`config.mk`:
```
export PLATFORM = sky130hd
export DESIGN_NAME = keypad_number_entry
export DESIGN_NICKNAME = d
export VERILOG_FILES = /design/src/rtl/keypad_number_entry.sv
export SDC_FILE = /design/constraint.sdc
export NUM_CORES = 1
export LEC_CHECK = 0
export CAP_MARGIN = 30
export CORE_MARGIN = 10
export CORE_UTILIZATION = 40
export DETAILED_ROUTE_END_ITERATION = 6
export SLEW_MARGIN = 20
export SYNTH_ARGS = -nofsm -noshare
export SYNTH_HDL_FRONTEND = slang
export SYNTH_SLANG_ARGS = --single-unit
```
`constraint.sdc`:
```
create_clock -name clock_100Mhz -period 5.3 [get_ports clock_100Mhz]
set_clock_uncertainty 0.05 [all_clocks]
set_input_delay 1.06 -clock clock_100Mhz [delete_from_list [all_inputs] [get_ports clock_100Mhz]]
set_output_delay 1.06 -clock clock_100Mhz [all_outputs]
set_load 0.05 [all_outputs]
```
`src/rtl/keypad_number_entry.sv`:
```
// 4x4 matrix keypad scanner with debounce and decimal entry.
// Digits build an 8-bit value; '#' commits it, '*' clears it.
module keypad_number_entry #(
  parameter int SCAN_DIV       = 17,
  parameter int DEBOUNCE_SCANS = 4
) (
  input  logic       clock_100Mhz,
  input  logic       reset,
  input  logic [3:0] row_in,
  output logic [3:0] col_out,
  output logic [3:0] key_code,
  output logic       key_strobe,
  output logic [7:0] entered_value,
  output logic       value_valid,
  output logic       overflow
);

  localparam int CW = SCAN_DIV + 2;
  localparam logic [7:0] DB = 8'(DEBOUNCE_SCANS);

  localparam logic [1:0] IDLE    = 2'd0;
  localparam logic [1:0] PRESSED = 2'd1;
  localparam logic [1:0] BLOCKED = 2'd2;

  logic [3:0]    row_meta;
  logic [3:0]    row_sync;
  logic [CW-1:0] scan_cnt;
  logic [1:0]    col;
  logic          dwell_last;
  logic          scan_done;
  logic [15:0]   raw;
  logic [15:0]   raw_next;
  logic [15:0]   prev_snap;
  logic [15:0]   db_snap;
  logic [7:0]    run_cnt;
  logic [7:0]    cnt_next;
  logic          same;
  logic          db_fire;
  logic          db_upd;
  logic [1:0]    state;
  logic [7:0]    acc;
  logic [11:0]   acc_next;
  logic [3:0]    key_idx;
  logic [3:0]    code;
  logic          none_key;
  logic          one_key;
  logic          press;

  assign col        = scan_cnt[CW-1 -: 2];
  assign dwell_last = &scan_cnt[SCAN_DIV-1:0];
  assign scan_done  = &scan_cnt;
  assign col_out    = ~(4'b0001 << col);

  always_ff @(posedge clock_100Mhz or posedge reset) begin
    if (reset) begin
      row_meta <= 4'hf;
      row_sync <= 4'hf;
      scan_cnt <= '0;
      raw      <= '0;
    end else begin
      row_meta <= row_in;
      row_sync <= row_meta;
      scan_cnt <= scan_cnt + CW'(1);
      raw      <= raw_next;
    end
  end

  // Rows are sampled at the end of each dwell; bit index = row*4+col.
  always_comb begin
    raw_next = raw;
    if (dwell_last) begin
      for (int r = 0; r < 4; r++) begin
        raw_next[{2'(r), col}] = ~row_sync[r];
      end
    end
  end

  assign same     = (raw_next == prev_snap);
  assign cnt_next = !same ? 8'd1 :
                    (run_cnt >= DB) ? DB : run_cnt + 8'd1;
  assign db_fire  = scan_done && (cnt_next == DB) &&
                    !(same && run_cnt == DB);

  always_ff @(posedge clock_100Mhz or posedge reset) begin
    if (reset) begin
      prev_snap <= '0;
      run_cnt   <= '0;
      db_snap   <= '0;
      db_upd    <= 1'b0;
    end else begin
      db_upd <= db_fire;
      if (scan_done) begin
        prev_snap <= raw_next;
        run_cnt   <= cnt_next;
      end
      if (db_fire) db_snap <= raw_next;
    end
  end

  assign none_key = (db_snap == 16'd0);
  assign one_key  = !none_key &&
                    ((db_snap & (db_snap - 16'd1)) == 16'd0);

  always_comb begin
    key_idx = 4'd0;
    for (int i = 0; i < 16; i++) begin
      if (db_snap[i]) key_idx = 4'(i);
    end
  end

  always_comb begin
    code = 4'd0;
    unique case (key_idx)
      4'd0:    code = 4'd1;
      4'd1:    code = 4'd2;
      4'd2:    code = 4'd3;
      4'd3:    code = 4'd10;
      4'd4:    code = 4'd4;
      4'd5:    code = 4'd5;
      4'd6:    code = 4'd6;
      4'd7:    code = 4'd11;
      4'd8:    code = 4'd7;
      4'd9:    code = 4'd8;
      4'd10:   code = 4'd9;
      4'd11:   code = 4'd12;
      4'd12:   code = 4'd14;
      4'd13:   code = 4'd0;
      4'd14:   code = 4'd15;
      default: code = 4'd13;
    endcase
  end

  assign acc_next = ({4'd0, acc} << 3) + ({4'd0, acc} << 1) +
                    {8'd0, code};
  assign press    = db_upd && (state == IDLE) && one_key;

  always_ff @(posedge clock_100Mhz or posedge reset) begin
    if (reset) begin
      state <= IDLE;
    end else if (db_upd) begin
      unique case (state)
        IDLE:    state <= none_key ? IDLE :
                          one_key  ? PRESSED : BLOCKED;
        PRESSED: state <= none_key ? IDLE : PRESSED;
        BLOCKED: state <= none_key ? IDLE : BLOCKED;
        default: state <= IDLE;
      endcase
    end
  end

  always_ff @(posedge clock_100Mhz or posedge reset) begin
    if (reset) begin
      key_code      <= 4'd0;
      key_strobe    <= 1'b0;
      entered_value <= 8'd0;
      value_valid   <= 1'b0;
      overflow      <= 1'b0;
      acc           <= 8'd0;
    end else begin
      key_strobe  <= 1'b0;
      value_valid <= 1'b0;
      if (press) begin
        key_code   <= code;
        key_strobe <= 1'b1;
        unique case (1'b1)
          (code <= 4'd9): begin
            if (acc_next <= 12'd255) acc <= acc_next[7:0];
            else overflow <= 1'b1;
          end
          (code == 4'd14): begin
            acc      <= 8'd0;
            overflow <= 1'b0;
          end
          (code == 4'd15): begin
            entered_value <= acc;
            value_valid   <= 1'b1;
            acc           <= 8'd0;
            overflow      <= 1'b0;
          end
          default: ;
        endcase
      end
    end
  end

endmodule

```
# Yosys cells after proc, flatten, opt, wreduce, memory -nomap -nowiden
# Memory sizes are Yosys's and may differ from the RTL's.
# Index checks and enable logic that the tools add are counted.
dict set report word_totals {
  register_bits 109
  rom_bits 64
  inputBits 6
  out_inout_bits 19
  wordCells 112
  n_memories 1
}
dict set report op_classes {
  addsub 5
  magnitude_cmp 11
  n_eq_ne 9
  shifts 1
  n_mux 42
  bitwise_logic 6
  n_reduce_logical 22
}
# name depth width read_ports rd_ports_with_merged_regs wr line_no
set mem_list {}
lappend mem_list {{(name not given)} 16 4 1 0 0 113} ;# unique case (key_idx)
# cell count
set ops {}
lappend ops {{$bwmux 16} 4}
lappend ops {{$mux 4} 14}
lappend ops {{$logic_not 16->1} 2}
lappend ops {{$mux 8} 3}
lappend ops {{$add 19x1->19 const B} 1}
lappend ops {{$reduce_and 19->1} 1}
lappend ops {{$reduce_and 17->1} 1}
lappend ops {{$and 16x16->16} 1}
lappend ops {{$eq 16x16->1} 1}
lappend ops {{$eq 8x3->1 const B} 2}
lappend ops {{$mux 16} 1}
lappend ops {{$pmux 8 s2} 1}
lappend ops {{$sub 16x1->16 const B} 1}
lappend ops {{$add 11x9->12} 1}
lappend ops {{$add 12x4->12} 1}
lappend ops {{$le 12x8->1 const B} 1}
lappend ops {{$logic_and 1x1->1} 10}
lappend ops {{$lt 4x5->1 const B} 2}
lappend ops {{$mux 1} 10}
lappend ops {{$add 8x1->8 const B} 1}
lappend ops {{$demux 1 s2} 4}
lappend ops {{$eq 4x4->1 const B} 2}
lappend ops {{$ge 4x1->1 const B} 2}
lappend ops {{$ge 8x3->1 const B} 1}
lappend ops {{21 further kinds} 28}

# Depth between registers and ports, before layout
# Gate-level depths: netlist of run 1.
# An unclocked memory read counts as a cell.
dict set report depth {
  depth_word 20
  mapped_depth 24
}

# Worst setup path after synthesis of run 1
# OpenSTA, ideal clock, no wires.
dict set report synth_path {
  kind {register to register}
  from {register db_snap[4]}
  to {register acc[4]}
  setup_time_ns 0.096
  t_arrival_ns 3.981
  path_slack_ns 1.173
  stages_incl_launch_ff 22
  cell_sequence {dfrtp_1 > o21bai_1 > a21o_1 > a21oi_1 > a211o_1 > ha_1 > nor2_1 > a31oi_1 > o31ai_2 > ha_1 > ha_1 > inv_1 > fa_1 > nand2b_1 > a21oi_1 > nand4b_1 > o22ai_1 > and3_1 > and2_0 > clkbuf_1 > nand4_1 > o31ai_1}
}
dict set report synth_via {
  elab_chain_cells 17
  word_cells_on_any_way 31
  cone_classes {add/sub (2); order compare (2); eq/ne (3); mux (14); bitwise (1); reduce/logical (8); memory (1)}
}
# item line_no
set synth_rtl {}
lappend synth_rtl {{start: declaration} 34} ;# logic [15:0] db_snap;
lappend synth_rtl {{start signal: assignment} 96} ;# if (db_fire) db_snap <= raw_next;
lappend synth_rtl {{$mux 4 (*) (12 in a row)} 107} ;# if (db_snap[i]) key_idx = 4'(i);
lappend synth_rtl {{$mem_v2 16x4 (*)} --}
lappend synth_rtl {{named net code[2]} 44} ;# logic [3:0] code;
lappend synth_rtl {{$add 12x4->12, or another cell as far along} 133} ;# assign acc_next = ({4'd0, acc} << 3) + ({4'd0, acc} << 1) +
lappend synth_rtl {{$le 12x8->1 / $reduce_or 2->1 (equally long branches)} --}
lappend synth_rtl {{$ne 2x1->1 (no source line) / $reduce_bool 2->1 (equally long branches)} --}
lappend synth_rtl {{$reduce_and 3->1 (no source line)} --}
lappend synth_rtl {{end signal: assignment} 167} ;# if (acc_next <= 12'd255) acc <= acc_next[7:0];
lappend synth_rtl {{end: declaration} 41} ;# logic [7:0] acc;
# Mark *: on every way through the listed nets, which the timed path passes. The rest lies on a longest branch. The select of a mux whose other input is x is not followed.
# A chain may end at the register's enable or synchronous reset.

# Final worst setup path of run 1
dict set report layout_path {
  from {register db_snap[9]}
  to {register acc[3]}
}
dict set report layout_via {
  elab_chain_cells 12
  word_cells_on_any_way 26
  cone_classes {add/sub (2); order compare (2); eq/ne (3); mux (9); bitwise (1); reduce/logical (8); memory (1)}
}
# item line_no
set layout_rtl {}
lappend layout_rtl {{$mux 4 (*) (7 in a row)} 107}
lappend layout_rtl {{$mem_v2 16x4 (*)} --}
lappend layout_rtl {{named net code[2]} 44}
lappend layout_rtl {{$add 12x4->12, or another cell as far along} 133}
lappend layout_rtl {{$le 12x8->1 / $reduce_or 2->1 (equally long branches)} --}
lappend layout_rtl {{$ne 2x1->1 (no source line) / $reduce_bool 2->1 (equally long branches)} --}
lappend layout_rtl {{$reduce_and 3->1 (no source line)} --}
# Marks and branches as above.

==> results of run 1 <==
-- per-stage QoR --
stage | util | hold WS [ns]
after CTS | 0.4655 | 0.3095
after global routing | 0.4655 | 0.3113
after floorplan | - | 0.2952
after detailed placement | 0.4410 | 0.2978
final | 0.4655 | 0.3091
after global placement | 0.4410 | 0.2954
-- power by group --
part           internal (W)  total (W)  switching [W]
Sequential         0.000836   0.000839     0.00000242
Combinational    0.00000430  0.0000207      0.0000164
Clock              0.000393   0.000721       0.000329
-- flip-flops by register name, indices dropped and copies added, names as in the netlist, 2 cells and up --
signal and cells:
prev_snap 16, key_code 4, raw 16, acc 8, run_cnt 8, scan_cnt 19
db_snap 16, row_sync 4, entered_value 8, row_meta 4, state 2
-- cell families after synthesis --
kind of cell	share of synthesized area
AO/OA/AOI/OAI	0.1125
XOR/XNOR	0.05772
adder cells (fa/ha/maj)	0.05772
buffers and inverters	0.03390
flip-flops	0.5011
multiplexers	0.09482
AND/OR/NAND/NOR	0.1422
-- per-layer routing --
layer  track usage  wire (um)
met4       0.03689        116
met1        0.1589       4998
met3       0.03446        401
met5             0          0
met2        0.1800       4815
-- cell usage in the layout (no fill, tap or decap), types with 4 or more instances in the layout --
master	count
sky130_fd_sc_hd__dfrtp_1	101
sky130_fd_sc_hd__and3_1	7
sky130_fd_sc_hd__inv_1	22
sky130_fd_sc_hd__nand2b_1	7
sky130_fd_sc_hd__mux2_4	9
sky130_fd_sc_hd__nor2_1	31
sky130_fd_sc_hd__mux2_2	33
sky130_fd_sc_hd__o21ai_0	18
sky130_fd_sc_hd__xor2_1	24
sky130_fd_sc_hd__nor2b_1	6
sky130_fd_sc_hd__clkdlybuf4s50_1	24
sky130_fd_sc_hd__o31ai_1	9
sky130_fd_sc_hd__xnor2_1	12
sky130_fd_sc_hd__ha_1	22
sky130_fd_sc_hd__nand2_1	29
sky130_fd_sc_hd__clkbuf_16	9
sky130_fd_sc_hd__nor4_2	5
sky130_fd_sc_hd__a21oi_1	20
sky130_fd_sc_hd__nor3_1	8
sky130_fd_sc_hd__buf_4	4
sky130_fd_sc_hd__or2_2	4
sky130_fd_sc_hd__dfstp_2	8
sky130_fd_sc_hd__a21o_1	5
sky130_fd_sc_hd__nand3_1	18
-- area by class of cell --
class / count / area [um2] / area share
sequential: 109 / 2738 / 0.4424
timing repair buffer: 28 / 270.3 / 0.04367
tap: 176 / 220.2 / 0.03558
clock buffer: 10 / 239.0 / 0.03862
inverter: 23 / 88.84 / 0.01436
multi-input combinational: 328 / 2546 / 0.4114
clock inverter: 6 / 86.33 / 0.01395
-- final timing paths --
path / end / slack [ns] / depth (start not counted)
worst min-delay path: row_sync[2]$_DFF_PP1_ / 0.31 / 0
worst min register to register: row_sync[2]$_DFF_PP1_ / 0.31 / 0
worst max register to register: acc[3]$_DFFE_PP0P_ / 0.63 / 21
max in group asynchronous: scan_cnt[12]$_DFF_PP0_ / 3.21 / 3
worst max-delay path: acc[3]$_DFFE_PP0P_ / 0.63 / 21
min in group asynchronous: acc[5]$_DFFE_PP0P_ / 1.12 / 2
==> flow_summary.html, run 1 <==
<table>
<tr><th>Metric</th><th>Value</th></tr>
<tr><th colspan="2">Final layout</th></tr>
<tr><td>Post-route cell area</td><td>6188 um2</td></tr>
<tr><td>Area growth syn-to-layout</td><td>13.28%</td></tr>
<tr><td>Fraction of layout cells with a size suffix above 1</td><td>0.1865</td></tr>
<tr><td>Diode insertion count for antenna repair</td><td>0</td></tr>
<tr><td>Fillers</td><td>1210</td></tr>
<tr><td>Total number of nets in the final design</td><td>528</td></tr>
<tr><td>Non-filler cells, final</td><td>680</td></tr>
<tr><th colspan="2">Logic synthesis</th></tr>
<tr><td>Register bit count reported by yosys</td><td>109</td></tr>
<tr><td>Mean cell area of the mapped netlist</td><td>11.48 um2</td></tr>
<tr><td>Share of the yosys chip area belonging to registers</td><td>0.5011</td></tr>
<tr><td>Post-synth top area share</td><td>0.4627</td></tr>
<tr><td>Warnings, synthesis</td><td>0</td></tr>
<tr><td>Number of nets produced by synthesis</td><td>505</td></tr>
<tr><td>Yosys cell types</td><td>67</td></tr>
<tr><td>Synth area leaders</td><td>sky130_fd_sc_hd__dfrtp_1 (46%), sky130_fd_sc_hd__mux2_2 (6.8%), sky130_fd_sc_hd__ha_1 (5.0%)</td></tr>
<tr><td>Synthesized area</td><td>5463 um2</td></tr>
<tr><td>Cell type with the highest aggregate area in the netlist</td><td>sky130_fd_sc_hd__dfrtp_1</td></tr>
<tr><td>Top cells by count, synth</td><td>sky130_fd_sc_hd__dfrtp_1 (101), sky130_fd_sc_hd__mux2_2 (33), sky130_fd_sc_hd__nor2_1 (31)</td></tr>
<tr><td>Synth Instances</td><td>476</td></tr>
<tr><td>Count of flip-flops with a built-in enable after synthesis</td><td>0</td></tr>
<tr><td>Most frequently used cell type in the post-synthesis netlist</td><td>sky130_fd_sc_hd__dfrtp_1</td></tr>
<tr><td>Prevailing post-synth register cell</td><td>sky130_fd_sc_hd__dfrtp_1</td></tr>
<tr><td>Share of synthesized flip-flops with an asynchronous set or reset</td><td>1.000</td></tr>
<tr><th colspan="2">Pwr</th></tr>
<tr><td>Pwr Total</td><td>0.001581 W</td></tr>
<tr><td>PD cells</td><td>255.5 nW/um2</td></tr>
<tr><td>VDD IR-drop max</td><td>166.5 uV</td></tr>
<tr><td>Leakage power</td><td>3.023 nW</td></tr>
<tr><th colspan="2">CTS</th></tr>
<tr><td>Setup bufs post-CTS</td><td>0</td></tr>
<tr><td>CTS root buf</td><td>sky130_fd_sc_hd__clkbuf_16</td></tr>
<tr><td>Clock-pin slew reported for the worst setup and hold paths after clock tree synthesis</td><td>0.08 ns</td></tr>
<tr><td>Clock latency reported for the late side of the worst-skew pair</td><td>0.36 ns</td></tr>
<tr><td>Clock tree from TritonCTS</td><td>done</td></tr>
<tr><td>Clock Sinks</td><td>109</td></tr>
<tr><td>Worst-case clock buffer depth</td><td>2</td></tr>
<tr><td>CTS buffer count</td><td>9</td></tr>
<tr><td>Number of H-tree levels</td><td>3</td></tr>
<tr><td>Hold-fix buffers, CTS</td><td>0</td></tr>
<tr><td>Resize count post-CTS</td><td>0</td></tr>
<tr><th colspan="2">GRT</th></tr>
<tr><td>Initial antenna violation count</td><td>0</td></tr>
<tr><td>Residual overflow from global routing</td><td>0</td></tr>
<tr><td>GRT Overall Usage</td><td>0.1184</td></tr>
<tr><td>Via count of the first global-routing pass</td><td>3508</td></tr>
<tr><td>Largest net degree at the start of global routing</td><td>59</td></tr>
<tr><td>Wire length of the first global-routing pass</td><td>17.78 mm</td></tr>
<tr><th colspan="2">Timing</th></tr>
<tr><td>Number of failing setup endpoints in the final timing report</td><td>0</td></tr>
<tr><td>Relative slew slack</td><td>0.5276</td></tr>
<tr><td>Worst Tran Pin Value</td><td>0.7086 ns</td></tr>
<tr><td>Final sum of negative setup slack</td><td>0 ns</td></tr>
<tr><td>Post-route setup slack</td><td>0.6255 ns</td></tr>
<tr><td>Number of hold violations in the final report</td><td>0</td></tr>
<tr><td>Setup repair after global routing missed its margin</td><td>no</td></tr>
<tr><td>Upper clock frequency limit</td><td>213.9 MHz</td></tr>
<tr><td>Clock period minus worst slack</td><td>4.675 ns</td></tr>
<tr><td>Final period utilization</td><td>0.8820</td></tr>
<tr><td>Count of pins over their slew limit</td><td>0</td></tr>
<tr><th colspan="2">Critical path</th></tr>
<tr><td>Critical register-to-register path startpoint</td><td>db_snap[9]$_DFFE_PP0P_</td></tr>
<tr><td>Dominant delay contributor by cell family on the critical path</td><td>compound AO/OA/AOI/OAI gates</td></tr>
<tr><td>Worst stage delay on the critical path</td><td>0.48 ns</td></tr>
<tr><td>Slowest CP cell</td><td>sky130_fd_sc_hd__dfrtp_1</td></tr>
<tr><td>Kind of start point of the critical path</td><td>flop</td></tr>
<tr><td>Worst setup EP type</td><td>flop</td></tr>
<tr><td>Data required time of the critical path</td><td>5.51 ns</td></tr>
<tr><td>CP Max Fanout</td><td>8</td></tr>
<tr><td>Buf/Inv on CP</td><td>2</td></tr>
<tr><td>Worst endpoint data arrival time</td><td>4.89 ns</td></tr>
<tr><td>CP Launch Point</td><td>db_snap[9]$_DFFE_PP0P_</td></tr>
<tr><td>Crit Path Class</td><td>flop to flop</td></tr>
<tr><td>Chain of cells forming the critical path</td><td>inv_1 -&gt; a21oi_1 -&gt; o21ai_0 -&gt; a21oi_1 -&gt; a211o_1 -&gt; ha_1 -&gt; nor2_1 -&gt; a31oi_1 -&gt; o31ai_2 -&gt; ha_1 -&gt; ha_1 -&gt; inv_1 -&gt; fa_1 -&gt; nand2b_1 -&gt; a21oi_1 -&gt; nand4b_1 -&gt; o22ai_1 -&gt; and3_1 -&gt; and2_0 -&gt; nand3b_1 -&gt; o31ai_1</td></tr>
<tr><th colspan="2">Floorplanning</th></tr>
<tr><td>Die width</td><td>136.9 um</td></tr>
<tr><td>Core Area</td><td>13300 um2</td></tr>
<tr><td>DIE AREA</td><td>18730 um2</td></tr>
<tr><td>Count of pins on the block boundary</td><td>25</td></tr>
<tr><td>Cell row count</td><td>42</td></tr>
<tr><td>Chip height</td><td>136.9 um</td></tr>
<tr><td>Starting density of the core</td><td>0.4109</td></tr>
<tr><th colspan="2">Place</th></tr>
<tr><td>DP Area</td><td>5863 um2</td></tr>
<tr><td>Pre-CTS setup slack</td><td>0.6716 ns</td></tr>
<tr><td>Count of buffers from port buffering</td><td>24</td></tr>
<tr><td>DP Cell Count</td><td>664</td></tr>
<tr><td>Estimated wirelength of the detail-placed design</td><td>7.405 mm</td></tr>
<tr><td>Final Wtd Congestion</td><td>0.8463</td></tr>
<tr><th colspan="2">Detailed routing</th></tr>
<tr><td>Routed vias/inst</td><td>5.146</td></tr>
<tr><td>Antenna-violating nets left</td><td>0</td></tr>
<tr><td>Total via count after detailed routing</td><td>3499</td></tr>
<tr><td>Iteration count of the initial detailed-routing pass</td><td>4</td></tr>
<tr><td>Initial drt markers</td><td>153</td></tr>
<tr><td>Final routed wire length divided by cell count</td><td>15.19 um</td></tr>
<tr><td>Final routed DRC violation total</td><td>0</td></tr>
<tr><td>Aggregate routed wire length</td><td>10.33 mm</td></tr>
<tr><th colspan="2">Status</th></tr>
<tr><td>Result of the run</td><td>finished, final reports clean</td></tr>
<tr><th colspan="2">Hold path</th></tr>
<tr><td>Worst Min Path Start</td><td>row_meta[2]$_DFF_PP1_</td></tr>
<tr><td>Path type of the worst min-delay path</td><td>flop to flop</td></tr>
<tr><th colspan="2">Job</th></tr>
<tr><td>Max capacitance violation total</td><td>0</td></tr>
</table>
No activity file was read; power rests on OpenSTA's default activity.
==> run 2: changes to the inputs <==
PLACE_DENSITY_LB_ADDON = 0.1   (was default)
==> run 2 against run 1 <==
Effect of this change: core utilization increased by 0.066 points; worst hold slack worse by 0.0033 ns; routed wire length rose by 1.7%; via count decreased by 0.29%; highest routed layer unchanged.
==> flow_summary.html, run 2 (same netlist as run 1, synthesis figures left out) <==
<table>
<tr><th>Metric</th><th>Value</th></tr>
<tr><th colspan="2">Status</th></tr>
<tr><td>Result of the run</td><td>finished, final reports clean</td></tr>
<tr><th colspan="2">CTS</th></tr>
<tr><td>CTS root buf</td><td>sky130_fd_sc_hd__clkbuf_16</td></tr>
<tr><td>Clock Sinks</td><td>109 (unchanged)</td></tr>
<tr><td>Hold-fix buffers, CTS</td><td>0 (unchanged)</td></tr>
<tr><td>Clock tree from TritonCTS</td><td>done</td></tr>
<tr><td>Clock-pin slew reported for the worst setup and hold paths after clock tree synthesis</td><td>0.07 ns (about the same)</td></tr>
<tr><td>CTS buffer count</td><td>9 (unchanged)</td></tr>
<tr><td>Number of H-tree levels</td><td>3 (unchanged)</td></tr>
<tr><td>Worst-case clock buffer depth</td><td>2 (unchanged)</td></tr>
<tr><td>Clock latency reported for the late side of the worst-skew pair</td><td>0.35 ns (about the same)</td></tr>
<tr><th colspan="2">GRT</th></tr>
<tr><td>Initial antenna violation count</td><td>0 (unchanged)</td></tr>
<tr><td>Wire length of the first global-routing pass</td><td>18.19 mm (+2.3%)</td></tr>
<tr><td>GRT Overall Usage</td><td>0.1211 (+0.002728)</td></tr>
<tr><td>Residual overflow from global routing</td><td>0 (unchanged)</td></tr>
<tr><td>Via count of the first global-routing pass</td><td>3572 (+1.8%)</td></tr>
<tr><td>Largest net degree at the start of global routing</td><td>57 (-3.4%)</td></tr>
<tr><th colspan="2">Final layout</th></tr>
<tr><td>Final Util</td><td>0.4661 (+0.0006590)</td></tr>
<tr><td>Most frequent cells in the layout</td><td>sky130_fd_sc_hd__dfrtp_1 (101), sky130_fd_sc_hd__mux2_2 (33), sky130_fd_sc_hd__nor2_1 (31)</td></tr>
<tr><td>Fraction of layout cells with a size suffix above 1</td><td>0.1825 (-0.003968)</td></tr>
<tr><td>Non-filler cells, final</td><td>680 (unchanged)</td></tr>
<tr><td>Diode insertion count for antenna repair</td><td>0 (unchanged)</td></tr>
<tr><td>Max reg flops</td><td>19 (unchanged)</td></tr>
<tr><td>Most frequent standard cell in the layout excluding fill and tap cells</td><td>sky130_fd_sc_hd__dfrtp_1</td></tr>
<tr><td>Register name with the most flops</td><td>scan_cnt</td></tr>
<tr><td>Total number of nets in the final design</td><td>528 (unchanged)</td></tr>
<tr><td>Area growth syn-to-layout</td><td>13.44%</td></tr>
<tr><th colspan="2">Timing</th></tr>
<tr><td>Number of hold violations in the final report</td><td>0 (unchanged)</td></tr>
<tr><td>Upper clock frequency limit</td><td>214.1 MHz (about the same)</td></tr>
<tr><td>Worst hold slack after final layout</td><td>0.3058 ns (-0.003253 ns)</td></tr>
<tr><td>Relative slew slack</td><td>0.5189 (-0.008694)</td></tr>
<tr><td>Setup repair after global routing missed its margin</td><td>no</td></tr>
<tr><td>Worst Tran Pin Value</td><td>0.7141 ns (+0.005494 ns)</td></tr>
<tr><td>Final sum of negative setup slack</td><td>0 ns (unchanged)</td></tr>
<tr><td>Clock period minus worst slack</td><td>4.670 ns (-0.004168 ns)</td></tr>
<tr><td>Number of failing setup endpoints in the final timing report</td><td>0 (unchanged)</td></tr>
<tr><td>Final period utilization</td><td>0.8812 (about the same)</td></tr>
<tr><td>Count of pins over their slew limit</td><td>0 (unchanged)</td></tr>
<tr><th colspan="2">Floorplanning</th></tr>
<tr><td>Count of pins on the block boundary</td><td>25 (unchanged)</td></tr>
<tr><td>Chip height</td><td>136.9 um (unchanged)</td></tr>
<tr><td>Cell row count</td><td>42 (unchanged)</td></tr>
<tr><td>DIE AREA</td><td>18730 um2 (unchanged)</td></tr>
<tr><td>Starting density of the core</td><td>0.4109 (unchanged)</td></tr>
<tr><td>Core Area</td><td>13300 um2 (unchanged)</td></tr>
<tr><td>Die width</td><td>136.9 um (unchanged)</td></tr>
<tr><th colspan="2">Critical path</th></tr>
<tr><td>CP Max Fanout</td><td>11 (+3)</td></tr>
<tr><td>FF-to-FF setup slack</td><td>0.63 ns (about the same)</td></tr>
<tr><td>Crit Path Class</td><td>flop to flop</td></tr>
<tr><td>Critical register-to-register path startpoint</td><td>db_snap[11]$_DFFE_PP0P_</td></tr>
<tr><td>Worst endpoint data arrival time</td><td>4.87 ns (-0.02 ns)</td></tr>
<tr><td>FF-to-FF End</td><td>acc[4]$_DFFE_PP0P_</td></tr>
<tr><td>Data required time of the critical path</td><td>5.50 ns (about the same)</td></tr>
<tr><td>Kind of start point of the critical path</td><td>flop</td></tr>
<tr><td>Logic depth of the worst register-to-register path</td><td>21 (unchanged)</td></tr>
<tr><td>Worst setup EP type</td><td>flop</td></tr>
<tr><th colspan="2">Detailed routing</th></tr>
<tr><td>Total via count after detailed routing</td><td>3489 (-0.29%)</td></tr>
<tr><td>Aggregate routed wire length</td><td>10.50 mm (+1.7%)</td></tr>
<tr><td>Antenna-violating nets left</td><td>0 (unchanged)</td></tr>
<tr><td>Routed vias/inst</td><td>5.131 (-0.29%)</td></tr>
<tr><td>Final routed wire length divided by cell count</td><td>15.45 um (+1.7%)</td></tr>
<tr><td>Initial drt markers</td><td>232 (+52%)</td></tr>
<tr><td>Iteration count of the initial detailed-routing pass</td><td>4 (unchanged)</td></tr>
<tr><td>Final routed DRC violation total</td><td>0 (unchanged)</td></tr>
<tr><th colspan="2">Place</th></tr>
<tr><td>Estimated wirelength of the detail-placed design</td><td>7.747 mm (+4.6%)</td></tr>
<tr><td>Final Wtd Congestion</td><td>0.7964 (-5.9%)</td></tr>
<tr><td>Count of buffers from port buffering</td><td>24 (unchanged)</td></tr>
<tr><td>DP Cell Count</td><td>664 (unchanged)</td></tr>
<tr><th colspan="2">Hold path</th></tr>
<tr><td>Worst Hold Depth</td><td>0 (unchanged)</td></tr>
<tr><td>Path type of the worst min-delay path</td><td>flop to flop</td></tr>
<tr><td>Endpoint of the worst hold-timing path</td><td>row_sync[3]$_DFF_PP1_</td></tr>
<tr><td>Worst Min Path Start</td><td>row_meta[3]$_DFF_PP1_</td></tr>
<tr><th colspan="2">Pwr</th></tr>
<tr><td>VDD IR-drop max</td><td>128.2 uV (-23%)</td></tr>
<tr><td>Leakage power</td><td>3.022 nW (about the same)</td></tr>
<tr><td>PD cells</td><td>252.7 nW/um2 (-1.1%)</td></tr>
<tr><td>Pwr Total</td><td>0.001566 W (-0.93%)</td></tr>
<tr><th colspan="2">Job</th></tr>
<tr><td>Max capacitance violation total</td><td>0 (unchanged)</td></tr>
</table>
## run 2: worst max path at each step
stage / slack, ns / end / startpoint / cells past startpoint
finish: 0.63 / acc[4]$_DFFE_PP0P_ / db_snap[11]$_DFFE_PP0P_ / 21
global route: 0.06 / acc[4]$_DFFE_PP0P_ / db_snap[11]$_DFFE_PP0P_ / 21
CTS: 0.46 / acc[4]$_DFFE_PP0P_ / db_snap[2]$_DFFE_PP0P_ / 21
detailed placement: 0.50 / acc[7]$_DFFE_PP0P_ / db_snap[2]$_DFFE_PP0P_ / 21
global placement: 0.52 / acc[7]$_DFFE_PP0P_ / db_snap[4]$_DFFE_PP0P_ / 20
floorplan: 1.17 / acc[4]$_DFFE_PP0P_ / db_snap[4]$_DFFE_PP0P_ / 21
## run 2: power by group
| group | internal (W) | switching (W) | leakage, nW |
|---|---|---|---|
| Clock | 0.000415 | 0.000289 | 0.151 |
| Combinational | 0.00000596 | 0.0000167 | 1.39 |
| Sequential | 0.000837 | 0.00000248 | 1.48 |
| Total | 0.00126 | 0.000308 | 3.02 |
## run 2: cell type report
class	count	area, um2
timing repair buffer	28	290.3
clock buffer	12	236.5
fill	1225	7098
multi-input combinational	328	2550
sequential	109	2738
clock inverter	4	73.82
inverter	23	88.84
tap	176	220.2
## run 2: routing by layer
metal | track usage | up-vias | part of all wire | wire [um]
met5 | 0 | - | 0 | 0
met4 | 0.05445 | 0 | 0.021 | 223
met3 | 0.02273 | 15 | 0.025 | 262
met2 | 0.1934 | 33 | 0.47 | 4899
met1 | 0.1563 | 1706 | 0.49 | 5118
li1 | - | 1735 | - | -
## run 2: per-stage QoR
| step | instance area [um2] | setup slack, ns |
|---|---|---|
| floorplan | 5463 | 1.173 |
| global placement | 5856 | 0.5242 |
| detailed placement | 5883 | 0.5020 |
| CTS | 6193 | 0.4566 |
| global route | 6197 | 0.05799 |
| finish | 6197 | 0.6297 |
## run 2: worst max-delay path, stage by stage, from the launching register on
cell and delay, ns:
sky130_fd_sc_hd__dfrtp_1 0.51, sky130_fd_sc_hd__nor2_1 0.17, sky130_fd_sc_hd__o311ai_0 0.17, sky130_fd_sc_hd__and3_1 0.28
sky130_fd_sc_hd__nor3_1 0.23, sky130_fd_sc_hd__ha_1 0.23, sky130_fd_sc_hd__a21oi_1 0.07, sky130_fd_sc_hd__nor2_1 0.10
sky130_fd_sc_hd__nor2_1 0.06, sky130_fd_sc_hd__o22ai_2 0.35, sky130_fd_sc_hd__ha_1 0.23, sky130_fd_sc_hd__ha_1 0.18
sky130_fd_sc_hd__inv_1 0.06, sky130_fd_sc_hd__fa_1 0.38, sky130_fd_sc_hd__nand2b_1 0.20, sky130_fd_sc_hd__a21oi_1 0.25
sky130_fd_sc_hd__nand4b_1 0.12, sky130_fd_sc_hd__o22ai_1 0.15, sky130_fd_sc_hd__and3_1 0.23, sky130_fd_sc_hd__and2_1 0.31
sky130_fd_sc_hd__nand4_1 0.15, sky130_fd_sc_hd__o31ai_1 0.11
## run 2: repair_timing
action / 4_1_cts / 5_1_grt
gates resized for setup: 0 / 2
hold endpoints to repair: 0 / 0
buffers inserted: 0 / 0
endpoints found under the setup margin: 0 / 7
==> run 3: changes to the inputs <==
CAP_MARGIN = default   (was 30)
==> run 3 against run 2 <==
Effect of this change: cell area down 0.40%; clock-buffer cell count did not move; combinational power is 11% lower; core utilization fell by 0.19 points; die area unchanged; critical path depth unchanged; fmax fell by 1.3%; sequential share of layout area increased by 0.18 points; routed wire length is 0.53% lower; power is essentially flat; sequential power hardly changed; highest routed layer unchanged; largest power group unchanged.
==> flow_summary.html, run 3 (same netlist as run 1, synthesis figures left out) <==
<table>
<tr><th>Metric</th><th>Value</th></tr>
<tr><th colspan="2">Detailed routing</th></tr>
<tr><td>Final routed wire length divided by cell count</td><td>15.39 um (-0.39%)</td></tr>
<tr><td>Initial drt markers</td><td>256 (+10%)</td></tr>
<tr><td>Iteration count of the initial detailed-routing pass</td><td>5 (+1)</td></tr>
<tr><td>Total via count after detailed routing</td><td>3495 (+0.17%)</td></tr>
<tr><td>Antenna-violating nets left</td><td>0 (unchanged)</td></tr>
<tr><td>Final routed DRC violation total</td><td>0 (unchanged)</td></tr>
<tr><td>Aggregate routed wire length</td><td>10.45 mm (-0.53%)</td></tr>
<tr><td>Routed vias/inst</td><td>5.147 (+0.32%)</td></tr>
<tr><th colspan="2">Final layout</th></tr>
<tr><td>Total number of nets in the final design</td><td>527 (-0.19%)</td></tr>
<tr><td>Fraction of layout cells with a size suffix above 1</td><td>0.1809 (-0.001625)</td></tr>
<tr><td>Diode insertion count for antenna repair</td><td>0 (unchanged)</td></tr>
<tr><td>Most frequent standard cell in the layout excluding fill and tap cells</td><td>sky130_fd_sc_hd__dfrtp_1</td></tr>
<tr><td>Fillers</td><td>1220 (-0.41%)</td></tr>
<tr><td>Area taken by multi-input logic gates</td><td>2550 um2 (unchanged)</td></tr>
<tr><td>Register Area</td><td>2738 um2 (unchanged)</td></tr>
<tr><td>Area growth syn-to-layout</td><td>12.99%</td></tr>
<tr><td>Most frequent cells in the layout</td><td>sky130_fd_sc_hd__dfrtp_1 (101), sky130_fd_sc_hd__mux2_2 (33), sky130_fd_sc_hd__nor2_1 (31)</td></tr>
<tr><td>Max reg flops</td><td>19 (unchanged)</td></tr>
<tr><td>Register name with the most flops</td><td>scan_cnt</td></tr>
<tr><th colspan="2">Critical path</th></tr>
<tr><td>Kind of start point of the critical path</td><td>flop</td></tr>
<tr><td>Slowest CP cell</td><td>sky130_fd_sc_hd__dfrtp_1</td></tr>
<tr><td>Crit Path Class</td><td>flop to flop</td></tr>
<tr><td>FF-to-FF setup slack</td><td>0.57 ns (-0.06 ns)</td></tr>
<tr><td>Worst stage delay on the critical path</td><td>0.51 ns (about the same)</td></tr>
<tr><td>Dominant delay contributor by cell family on the critical path</td><td>simple AND/OR/NAND/NOR gates</td></tr>
<tr><td>Data required time of the critical path</td><td>5.50 ns (about the same)</td></tr>
<tr><td>Buf/Inv on CP</td><td>1 (unchanged)</td></tr>
<tr><td>CP Max Fanout</td><td>11 (unchanged)</td></tr>
<tr><td>Worst endpoint data arrival time</td><td>4.93 ns (+0.06 ns)</td></tr>
<tr><td>Chain of cells forming the critical path</td><td>nor2_1 -&gt; o311ai_0 -&gt; and3_1 -&gt; nor3_1 -&gt; ha_1 -&gt; a21oi_1 -&gt; nor2_1 -&gt; nor2_1 -&gt; o22ai_2 -&gt; ha_1 -&gt; ha_1 -&gt; inv_1 -&gt; fa_1 -&gt; nand2b_1 -&gt; a21oi_1 -&gt; nand4b_1 -&gt; o22ai_1 -&gt; and3_1 -&gt; and2_0 -&gt; nand4_1 -&gt; o31ai_1</td></tr>
<tr><td>Worst setup EP type</td><td>flop</td></tr>
<tr><th colspan="2">Timing</th></tr>
<tr><td>Number of hold violations in the final report</td><td>0 (unchanged)</td></tr>
<tr><td>Clock period minus worst slack</td><td>4.734 ns (+0.06319 ns)</td></tr>
<tr><td>Worst hold slack after final layout</td><td>0.3062 ns (+0.0003630 ns)</td></tr>
<tr><td>Count of pins over their slew limit</td><td>0 (unchanged)</td></tr>
<tr><td>Final sum of negative setup slack</td><td>0 ns (unchanged)</td></tr>
<tr><td>Post-route setup slack</td><td>0.5665 ns (-0.06319 ns)</td></tr>
<tr><td>Number of failing setup endpoints in the final timing report</td><td>0 (unchanged)</td></tr>
<tr><td>Worst Tran Pin Value</td><td>0.7399 ns (+0.02580 ns)</td></tr>
<tr><td>Upper clock frequency limit</td><td>211.3 MHz (-1.3%)</td></tr>
<tr><td>Final period utilization</td><td>0.8931 (+0.01192)</td></tr>
<tr><td>Setup repair after global routing missed its margin</td><td>no</td></tr>
<tr><td>Relative slew slack</td><td>0.5067 (-0.01217)</td></tr>
<tr><th colspan="2">Status</th></tr>
<tr><td>Result of the run</td><td>finished, final reports clean</td></tr>
<tr><th colspan="2">Floorplanning</th></tr>
<tr><td>Chip height</td><td>136.9 um (unchanged)</td></tr>
<tr><td>Starting density of the core</td><td>0.4109 (unchanged)</td></tr>
<tr><td>Core Area</td><td>13300 um2 (unchanged)</td></tr>
<tr><td>Die width</td><td>136.9 um (unchanged)</td></tr>
<tr><td>Cell row count</td><td>42 (unchanged)</td></tr>
<tr><td>Count of pins on the block boundary</td><td>25 (unchanged)</td></tr>
<tr><td>DIE AREA</td><td>18730 um2 (unchanged)</td></tr>
<tr><th colspan="2">Hold path</th></tr>
<tr><td>Path type of the worst min-delay path</td><td>flop to flop</td></tr>
<tr><th colspan="2">Place</th></tr>
<tr><td>Final Wtd Congestion</td><td>0.7964 (unchanged)</td></tr>
<tr><td>Pre-CTS setup slack</td><td>0.4981 ns (-0.003912 ns)</td></tr>
<tr><td>Estimated wirelength of the detail-placed design</td><td>7.582 mm (-2.1%)</td></tr>
<tr><td>Count of buffers from port buffering</td><td>24 (unchanged)</td></tr>
<tr><th colspan="2">CTS</th></tr>
<tr><td>Clock tree from TritonCTS</td><td>done</td></tr>
<tr><td>Number of H-tree levels</td><td>3 (unchanged)</td></tr>
<tr><td>Worst-case clock buffer depth</td><td>2 (unchanged)</td></tr>
<tr><td>Clock Sinks</td><td>109 (unchanged)</td></tr>
<tr><td>CTS root buf</td><td>sky130_fd_sc_hd__clkbuf_16</td></tr>
<tr><td>CTS buffer count</td><td>9 (unchanged)</td></tr>
<tr><td>Hold-fix buffers, CTS</td><td>0 (unchanged)</td></tr>
<tr><td>Clock latency reported for the late side of the worst-skew pair</td><td>0.35 ns (about the same)</td></tr>
<tr><td>Clock-pin slew reported for the worst setup and hold paths after clock tree synthesis</td><td>0.07 ns (about the same)</td></tr>
<tr><td>Setup bufs post-CTS</td><td>0 (unchanged)</td></tr>
<tr><th colspan="2">GRT</th></tr>
<tr><td>Residual overflow from global routing</td><td>0 (unchanged)</td></tr>
<tr><td>Largest net degree at the start of global routing</td><td>85 (+49%)</td></tr>
<tr><td>Wire length of the first global-routing pass</td><td>17.76 mm (-2.4%)</td></tr>
<tr><td>GRT Overall Usage</td><td>0.1190 (-0.002042)</td></tr>
<tr><td>Initial antenna violation count</td><td>0 (unchanged)</td></tr>
<tr><td>Via count of the first global-routing pass</td><td>3524 (-1.3%)</td></tr>
<tr><th colspan="2">Pwr</th></tr>
<tr><td>PD cells</td><td>253.6 nW/um2 (+0.35%)</td></tr>
<tr><td>Leakage power</td><td>3.009 nW (-0.45%)</td></tr>
<tr><td>VDD IR-drop max</td><td>178.4 uV (+39%)</td></tr>
<tr><th colspan="2">Job</th></tr>
<tr><td>Max capacitance violation total</td><td>0 (unchanged)</td></tr>
</table>
-- run 3: cell count changes in the layout (fill, tap and decap cells not counted) --
cell / before / now
sky130_fd_sc_hd__and2_0: 0 / 1
sky130_fd_sc_hd__inv_6: 0 / 1
sky130_fd_sc_hd__inv_4: 1 / 0
sky130_fd_sc_hd__buf_16: 1 / 0
sky130_fd_sc_hd__and2_1: 3 / 2
-- run 3: area by class of cell --
cell class                      count  share of cell area
Clock inverter                      4             0.01196
Clock buffer                       12             0.03831
Multi-Input combinational cell    328              0.4131
Timing Repair Buffer               27             0.04257
Sequential cell                   109              0.4435
Tap cell                          176             0.03568
Inverter                           23             0.01480
-- run 3: path summary, 6_finish.rpt --
| kind | startpoint | endpoint | cells after the start |
|---|---|---|---|
| min | row_meta[2]$_DFF_PP1_ | row_sync[2]$_DFF_PP1_ | 0 |
| max reg2reg | db_snap[11]$_DFFE_PP0P_ | acc[4]$_DFFE_PP0P_ | 21 |
| max | db_snap[11]$_DFFE_PP0P_ | acc[4]$_DFFE_PP0P_ | 21 |
| max in group asynchronous | reset | entered_value[7]$_DFFE_PP0P_ | 3 |
| min reg2reg | row_meta[2]$_DFF_PP1_ | row_sync[2]$_DFF_PP1_ | 0 |
| min in group asynchronous | reset | run_cnt[6]$_DFFE_PP0P_ | 2 |
-- run 3: stage by stage --
step | total power (W) | area (um2) | util | std cells
2_1_floorplan | 0.0008663 | 5463 | - | 476
3_3_place_gp | 0.0008773 | 5856 | 0.4404 | 663
3_5_place_dp | 0.0008773 | 5856 | 0.4404 | 663
4_1_cts | 0.001589 | 6166 | 0.4638 | 679
5_1_grt | 0.001624 | 6172 | 0.4642 | 679
6_report | 0.001565 | 6172 | 0.4642 | 679
-- run 3: power by group --
part	internal (W)	switching, W	leakage, nW
clock network	0.000415	0.000290	0.151
registers	0.000837	0.00000275	1.48
logic	0.00000389	0.0000162	1.38
-- run 3: timing repair --
item / in CTS / in global routing
endpoints found under the hold margin: 0 / 0
resized for setup: 0 / 1
setup endpoints to repair: 0 / 1
-- run 3: metal layers --
metal	vias up	global-route usage	part of all wire	routed length, um
met1	1715	0.1512	0.49	5067
met3	9	0.02163	0.026	270
met2	34	0.1940	0.47	4950
met4	0	0.05269	0.015	158
li1	1737	-	-	-
met5	-	0	0	0
